==> config.mk <==
export PLATFORM = sky130hd
export DESIGN_NAME = ble_cmd_seq_flat
export DESIGN_NICKNAME = d
export VERILOG_FILES = /design/src/rtl/ble_cmd_seq_if.sv /design/src/rtl/ble_cmd_seq.sv /design/src/flat_wrapper.sv
export SDC_FILE = /design/constraint.sdc
export NUM_CORES = 1
export LEC_CHECK = 0
export CAP_MARGIN = 20
export CORE_MARGIN = 2
export CORE_UTILIZATION = 50
export CTS_BUF_LIST = sky130_fd_sc_hd__clkbuf_8
export DETAILED_ROUTE_END_ITERATION = 8
export PLACE_DENSITY = 0.72
export SYNTH_ARGS = -nofsm -noshare
export SYNTH_HDL_FRONTEND = slang
export SYNTH_SLANG_ARGS = --single-unit
==> constraint.sdc <==
create_clock -name clk -period 4.83 [get_ports clk]
set_input_delay 0.7245 -clock clk [delete_from_list [all_inputs] [get_ports clk]]
set_output_delay 0.7245 -clock clk [all_outputs]
set_load 0.01 [all_outputs]
==> src/rtl/ble_cmd_seq_if.sv <==
// Command-byte ingress and UART_tx start/done handshake of the BLE command sequencer.
// master: the sequencer itself; slave: whatever feeds bytes and plays UART_tx.
interface ble_cmd_seq_if;
    logic       push;
    logic [7:0] push_data;
    logic       trmt;
    logic [7:0] tx_data;
    logic       tx_done;

    modport master (
        input  push,
        input  push_data,
        input  tx_done,
        output trmt,
        output tx_data
    );

    modport slave (
        output push,
        output push_data,
        output tx_done,
        input  trmt,
        input  tx_data
    );
endinterface

==> src/rtl/ble_cmd_seq.sv <==
// BLE command sequencer: queues bytes, feeds UART_tx one at a time; push-to-trmt is 2 cycles into an idle queue.
// No backpressure: a push into a full queue without a same-cycle pop is dropped and flagged in ovf_err.
module ble_cmd_seq #(
    parameter int DEPTH   = 4,
    parameter int GAP     = 16,
    parameter int TIMEOUT = 32768
) (
    input  logic           clk,
    input  logic           rst,
    ble_cmd_seq_if.master  bus,
    input  logic           clr_err,
    output logic           full,
    output logic           empty,
    output logic           busy,
    output logic [7:0]     sent_cnt,
    output logic           ovf_err,
    output logic           to_err
);

    localparam int AW   = (DEPTH > 1) ? $clog2(DEPTH) : 1;
    localparam int CNTW = $clog2(DEPTH + 1);
    localparam int TMAX = (TIMEOUT > GAP) ? TIMEOUT : GAP;
    localparam int TW   = $clog2(TMAX) + 1;

    localparam logic [1:0] S_IDLE = 2'd0;
    localparam logic [1:0] S_LOAD = 2'd1;
    localparam logic [1:0] S_WAIT = 2'd2;
    localparam logic [1:0] S_GAP  = 2'd3;

    logic [7:0]      mem [DEPTH];
    logic [AW-1:0]   wr_ptr;
    logic [AW-1:0]   rd_ptr;
    logic [CNTW-1:0] count;
    logic [CNTW-1:0] count_nxt;
    logic [1:0]      state;
    logic [1:0]      state_nxt;
    logic [TW-1:0]   tmr;
    logic [7:0]      tx_data_q;

    logic pop;
    logic push_ok;
    logic push_drop;
    logic done_ok;
    logic timeout_hit;
    logic gap_end;

    // A pop frees a slot in the same cycle, so a push into a full queue still lands.
    always_comb begin
        pop         = (state == S_IDLE) && !empty;
        push_ok     = bus.push && ((count != CNTW'(DEPTH)) || pop);
        push_drop   = bus.push && !push_ok;
        count_nxt   = count + CNTW'(push_ok) - CNTW'(pop);
        done_ok     = (state == S_WAIT) && (tmr != '0) && bus.tx_done;
        timeout_hit = (state == S_WAIT) && !done_ok && (tmr == TW'(TIMEOUT - 1));
        gap_end     = (state == S_GAP) && (tmr == TW'(GAP - 1));
    end

    always_comb begin
        state_nxt = state;
        case (state)
            S_IDLE:  if (pop) state_nxt = S_LOAD;
            S_LOAD:  state_nxt = S_WAIT;
            S_WAIT:  if (done_ok || timeout_hit) state_nxt = S_GAP;
            S_GAP:   if (gap_end) state_nxt = S_IDLE;
            default: state_nxt = S_IDLE;
        endcase
    end

    // Storage carries no reset; occupancy is tracked solely by count and the pointers.
    always_ff @(posedge clk) begin
        if (push_ok) mem[wr_ptr] <= bus.push_data;
    end

    always_ff @(posedge clk or posedge rst) begin
        if (rst) begin
            wr_ptr    <= '0;
            rd_ptr    <= '0;
            count     <= '0;
            full      <= 1'b0;
            empty     <= 1'b1;
            tx_data_q <= 8'h00;
        end else begin
            if (push_ok) wr_ptr <= wr_ptr + AW'(1);
            if (pop) begin
                rd_ptr    <= rd_ptr + AW'(1);
                tx_data_q <= mem[rd_ptr];
            end
            count <= count_nxt;
            full  <= (count_nxt == CNTW'(DEPTH));
            empty <= (count_nxt == '0);
        end
    end

    // One timer serves both the tx_done wait and the inter-byte gap; it restarts on every state change.
    always_ff @(posedge clk or posedge rst) begin
        if (rst) begin
            state <= S_IDLE;
            tmr   <= '0;
        end else begin
            state <= state_nxt;
            if (state_nxt != state)
                tmr <= '0;
            else if (state == S_WAIT || state == S_GAP)
                tmr <= tmr + TW'(1);
        end
    end

    always_ff @(posedge clk or posedge rst) begin
        if (rst) begin
            sent_cnt <= 8'd0;
            ovf_err  <= 1'b0;
            to_err   <= 1'b0;
        end else begin
            if (done_ok) sent_cnt <= sent_cnt + 8'd1;

            if (push_drop)    ovf_err <= 1'b1;
            else if (clr_err) ovf_err <= 1'b0;

            if (timeout_hit)  to_err <= 1'b1;
            else if (clr_err) to_err <= 1'b0;
        end
    end

    assign bus.trmt    = (state == S_LOAD);
    assign bus.tx_data = tx_data_q;
    assign busy        = (state != S_IDLE);

    a_count_range: assert property (@(posedge clk) disable iff (rst)
        count <= CNTW'(DEPTH));
    a_data_stable: assert property (@(posedge clk) disable iff (rst)
        (state == S_WAIT) |-> $stable(tx_data_q));
    a_full_tracks: assert property (@(posedge clk) disable iff (rst)
        full == (count == CNTW'(DEPTH)));

endmodule

==> src/flat_wrapper.sv <==
// flat-port wrapper written by rule: the top's interface ports become plain ports
module ble_cmd_seq_flat 
#(
    parameter int DEPTH   = 4,
    parameter int GAP     = 16,
    parameter int TIMEOUT = 32768
)
  (clk, rst, clr_err, full, empty, busy, sent_cnt, ovf_err, to_err, bus_push, bus_push_data, bus_tx_done, bus_trmt, bus_tx_data);
  ble_cmd_seq_if bus_i ();
  input  logic clk;
  input  logic rst;
  input  logic clr_err;
  output logic full;
  output logic empty;
  output logic busy;
  output logic [7:0] sent_cnt;
  output logic ovf_err;
  output logic to_err;
  input wire logic [$bits(bus_i.push)-1:0] bus_push;
  input wire logic [$bits(bus_i.push_data)-1:0] bus_push_data;
  input wire logic [$bits(bus_i.tx_done)-1:0] bus_tx_done;
  output wire logic [$bits(bus_i.trmt)-1:0] bus_trmt;
  output wire logic [$bits(bus_i.tx_data)-1:0] bus_tx_data;
  assign bus_i.push = bus_push;
  assign bus_i.push_data = bus_push_data;
  assign bus_i.tx_done = bus_tx_done;
  assign bus_trmt = bus_i.trmt;
  assign bus_tx_data = bus_i.tx_data;
  ble_cmd_seq #(.DEPTH(DEPTH), .GAP(GAP), .TIMEOUT(TIMEOUT)) u_core (.clk(clk), .rst(rst), .bus(bus_i), .clr_err(clr_err), .full(full), .empty(empty), .busy(busy), .sent_cnt(sent_cnt), .ovf_err(ovf_err), .to_err(to_err));
endmodule
==> flow_metrics.tcl <==
set metrics [dict create \
    synthTopCellsByArea "dfrtp_1 (33%), edfxtp_1 (28%), mux4_2 (5.3%), xnor2_1 (4.2%), ha_1 (3.3%)" \
    yosysTopAreaCellShare 0.327 \
    max_freq_mhz 374 \
    num_vias 1928 \
    coreArea_um2 6420 \
    critPathKind "reg2reg" \
    boundaryPins 35 \
    relSlewSlack 0.506 \
    power.share.clock 0.243 \
    maxSlewViolCount 0 \
    fin_ws_ns 2.16 \
    synthCells 240 \
    p_sw_frac 0.306 \
    cts_tree "yes" \
    antennaDiodeCount 0 \
    hold_viol 0 \
    start_util 0.525 \
    cp-start-kind "register" \
    postCtsResizedCells 0 \
    power_density_nw_per_um2 482 \
    synth_nets 263 \
    worst_setup_path_end_kind "register" \
    internal-power_mw 1.34 \
    max-cap-violations 0 \
    worst_slew_pin_slew_ns 0.737 \
    grt_max_degree 46 \
    die_w_um 86.1 \
    first_iter_violations 122 \
    die_area_um2 7420 \
    synth.avg_cell_area_um2 14.0 \
    synth-edff-count 32 \
    drtPass1Iterations 4 \
    clock_latency_ns 0.35 \
    grt_pass1_vias 2034 \
    io_buffers 34 \
    seqPwrFrac 0.488 \
    switchingPower_mw 0.590 \
    post_cts_buffers 0 \
    syn_to_final_growth_pct 18.4 \
    power_leakage_nw 1.60 \
    clock_skew_ns 0.00622 \
    vias_per_cell 5.31 \
    cp_max_fo 13 \
    yosys_warnings 0 \
    hp-class "reg2reg" \
    comb_power_share 0.269 \
    hpwl_um 3780 \
    setup_tns_ns 0 \
    clock_sinks 77 \
    holdWs_ns 0.476 \
    cts_made_buffers 9 \
    nets 304 \
    cts_buffer_depth 2 \
    path_clk_slew_ns 0.07 \
    wl_per_cell_um 15.6 \
    grt_pass1_wl_um 9770 \
    ys_ff_latch 77 \
    grt_usage 0.177 \
    wirelength_um 5660 \
    yosys.area.top_type "dfrtp_1" \
    synthArstFlopShare 0.584 \
    die_y_um 86.1 \
    postRouteAntennaNets 0 \
    grt_overflow_total 0 \
    status "finished clean" \
    setup_viol 0 \
    arrival_ns 2.93 \
    period_needed_ns 2.67 \
    place_congestion 0.818 \
    num_rows 29 \
    fillerInstances 476 \
    ys_types 46 \
    drive_gt1_frac 0.199 \
    drc 0 \
    htreeDepth 3 \
    grt_setup_unrepaired "false" \
    synth-main-ff-cell "dfrtp_1" \
    place_ws_ns 2.16 \
    cts_hold_buf 0 \
    antenna_found_initial 0 \
    period_share 0.554 \
    netlist_area_um2 3370 \
    power_mw 1.93 \
    cts_root_buffer "clkbuf_8" \
    ys_seq_area_frac 0.619 \
    ir_worst_vdd_mv 0.301 \
    required_ns 5.09 \
]
critical path, stage by stage, from the launching register on:
cell	delay, ns
dfrtp_1	0.47
or2_2	0.33
nor2_1	0.09
buf_4	0.22
or4b_4	0.19
and2_4	0.16
ha_1	0.14
inv_1	0.05
fa_1	0.37
xnor2_1	0.18
xnor2_1	0.17
nor3b_1	0.22
kinds of logic after synthesis:
kind of cell / count (synthesis) / synth area share
xor gates and xnor gates: 26 / 0.0675
buffers and inverters: 19 / 0.0245
muxes: 18 / 0.0868
AOI/OAI and AO/OA: 7 / 0.0174
DFF: 77 / 0.619
and+or+nand+nor: 83 / 0.145
adders and majority gates: 10 / 0.0393
power groups by stage:
stage	registers, mW	clock network [mW]	logic (mW)
final	0.941	0.467	0.518
after global routing	0.962	0.511	0.578
after CTS	0.942	0.478	0.526
after detailed placement	0.955	0	0.522
after global placement	0.954	0	0.516
after floorplan	0.940	0	0.353
path summary, 6_finish.rpt:
check                                             end          startpoint  slack [ns]  cells after the start
worst max-delay path                      u_core.full     u_core.state[1]        2.16                     11
worst min-delay path               u_core.sent_cnt[7]  u_core.sent_cnt[7]        0.48                      1
worst max register to register            u_core.full     u_core.state[1]        2.16                     11
worst min register to register     u_core.sent_cnt[7]  u_core.sent_cnt[7]        0.48                      1
max in group asynchronous                u_core.empty                 rst        3.80                      3
min in group asynchronous       u_core.bus.tx_data[0]                 rst        0.55                      2
state kept, by name, summed over array words and instances, names as in the netlist:
name,cells
u_core.tmr,16
u_core.state,2
u_core.full,1
u_core.rd_ptr,2
u_core.mem,32
u_core.empty,1
u_core.sent_cnt,8
u_core.ovf_err,1
u_core.count,3
u_core.bus.tx_data,8
u_core.wr_ptr,2
u_core.to_err,1
synthesized netlist by cell type (3+ instances only):
| cell type | count |
|---|---|
| mux2_2 | 9 |
| xor2_1 | 10 |
| dfrtp_1 | 44 |
| and3_1 | 6 |
| nand4_1 | 6 |
| ha_1 | 9 |
| edfxtp_1 | 32 |
| nor2_1 | 13 |
| nand2_1 | 14 |
| inv_1 | 13 |
| xnor2_1 | 16 |
| nor2_2 | 11 |
| mux4_2 | 8 |
| nor3b_1 | 3 |
| nand3_1 | 10 |
| nor3_1 | 3 |
routing by layer:
metal  GRT usage  wire [um]  part of all wire
met5           0          0                 0
met3      0.0549        224             0.040
met2       0.269       2510              0.44
met4      0.0707        104             0.018
met1       0.238       2820              0.50
cells in the final DEF (no fill, tap or decap), types with 2 or more instances in the layout:
master	Yosys	final
and3_1	6	6
clkbuf_8	0	9
clkdlybuf4s50_1	0	34
clkinvlp_4	0	2
dfrtp_1	44	44
edfxtp_1	32	32
ha_1	9	9
inv_1	13	13
mux2_2	9	9
mux4_2	8	8
nand2_1	14	14
nand3_1	10	10
nand4_1	6	6
nor2_1	13	13
nor2_2	11	11
nor3_1	3	3
nor3b_1	3	3
o22ai_1	2	2
or4_4	2	2
xnor2_1	16	16
xor2_1	10	10
cell type report:
type / instances / area [um^2] / share of cell area
flip-flops and latches: 77 / 2090 / 0.523
multi-input cells: 144 / 1200 / 0.301
repair buffers: 36 / 368 / 0.0921
clock buffers: 9 / 124 / 0.0310
well taps: 77 / 96.3 / 0.0241
clock inverters: 7 / 66.3 / 0.0166
inverters: 13 / 48.8 / 0.0122
metrics by stage:
step / utilization / instance area [um^2] / instances
6_report: 0.622 / 3990 / 363
5_1_grt: 0.622 / 3990 / 363
4_1_cts: 0.619 / 3970 / 362
3_5_place_dp: 0.589 / 3780 / 346
3_3_place_gp: 0.589 / 3780 / 346
2_1_floorplan: - / 3370 / 240
Note: power is estimated with default switching activity, not from simulation.
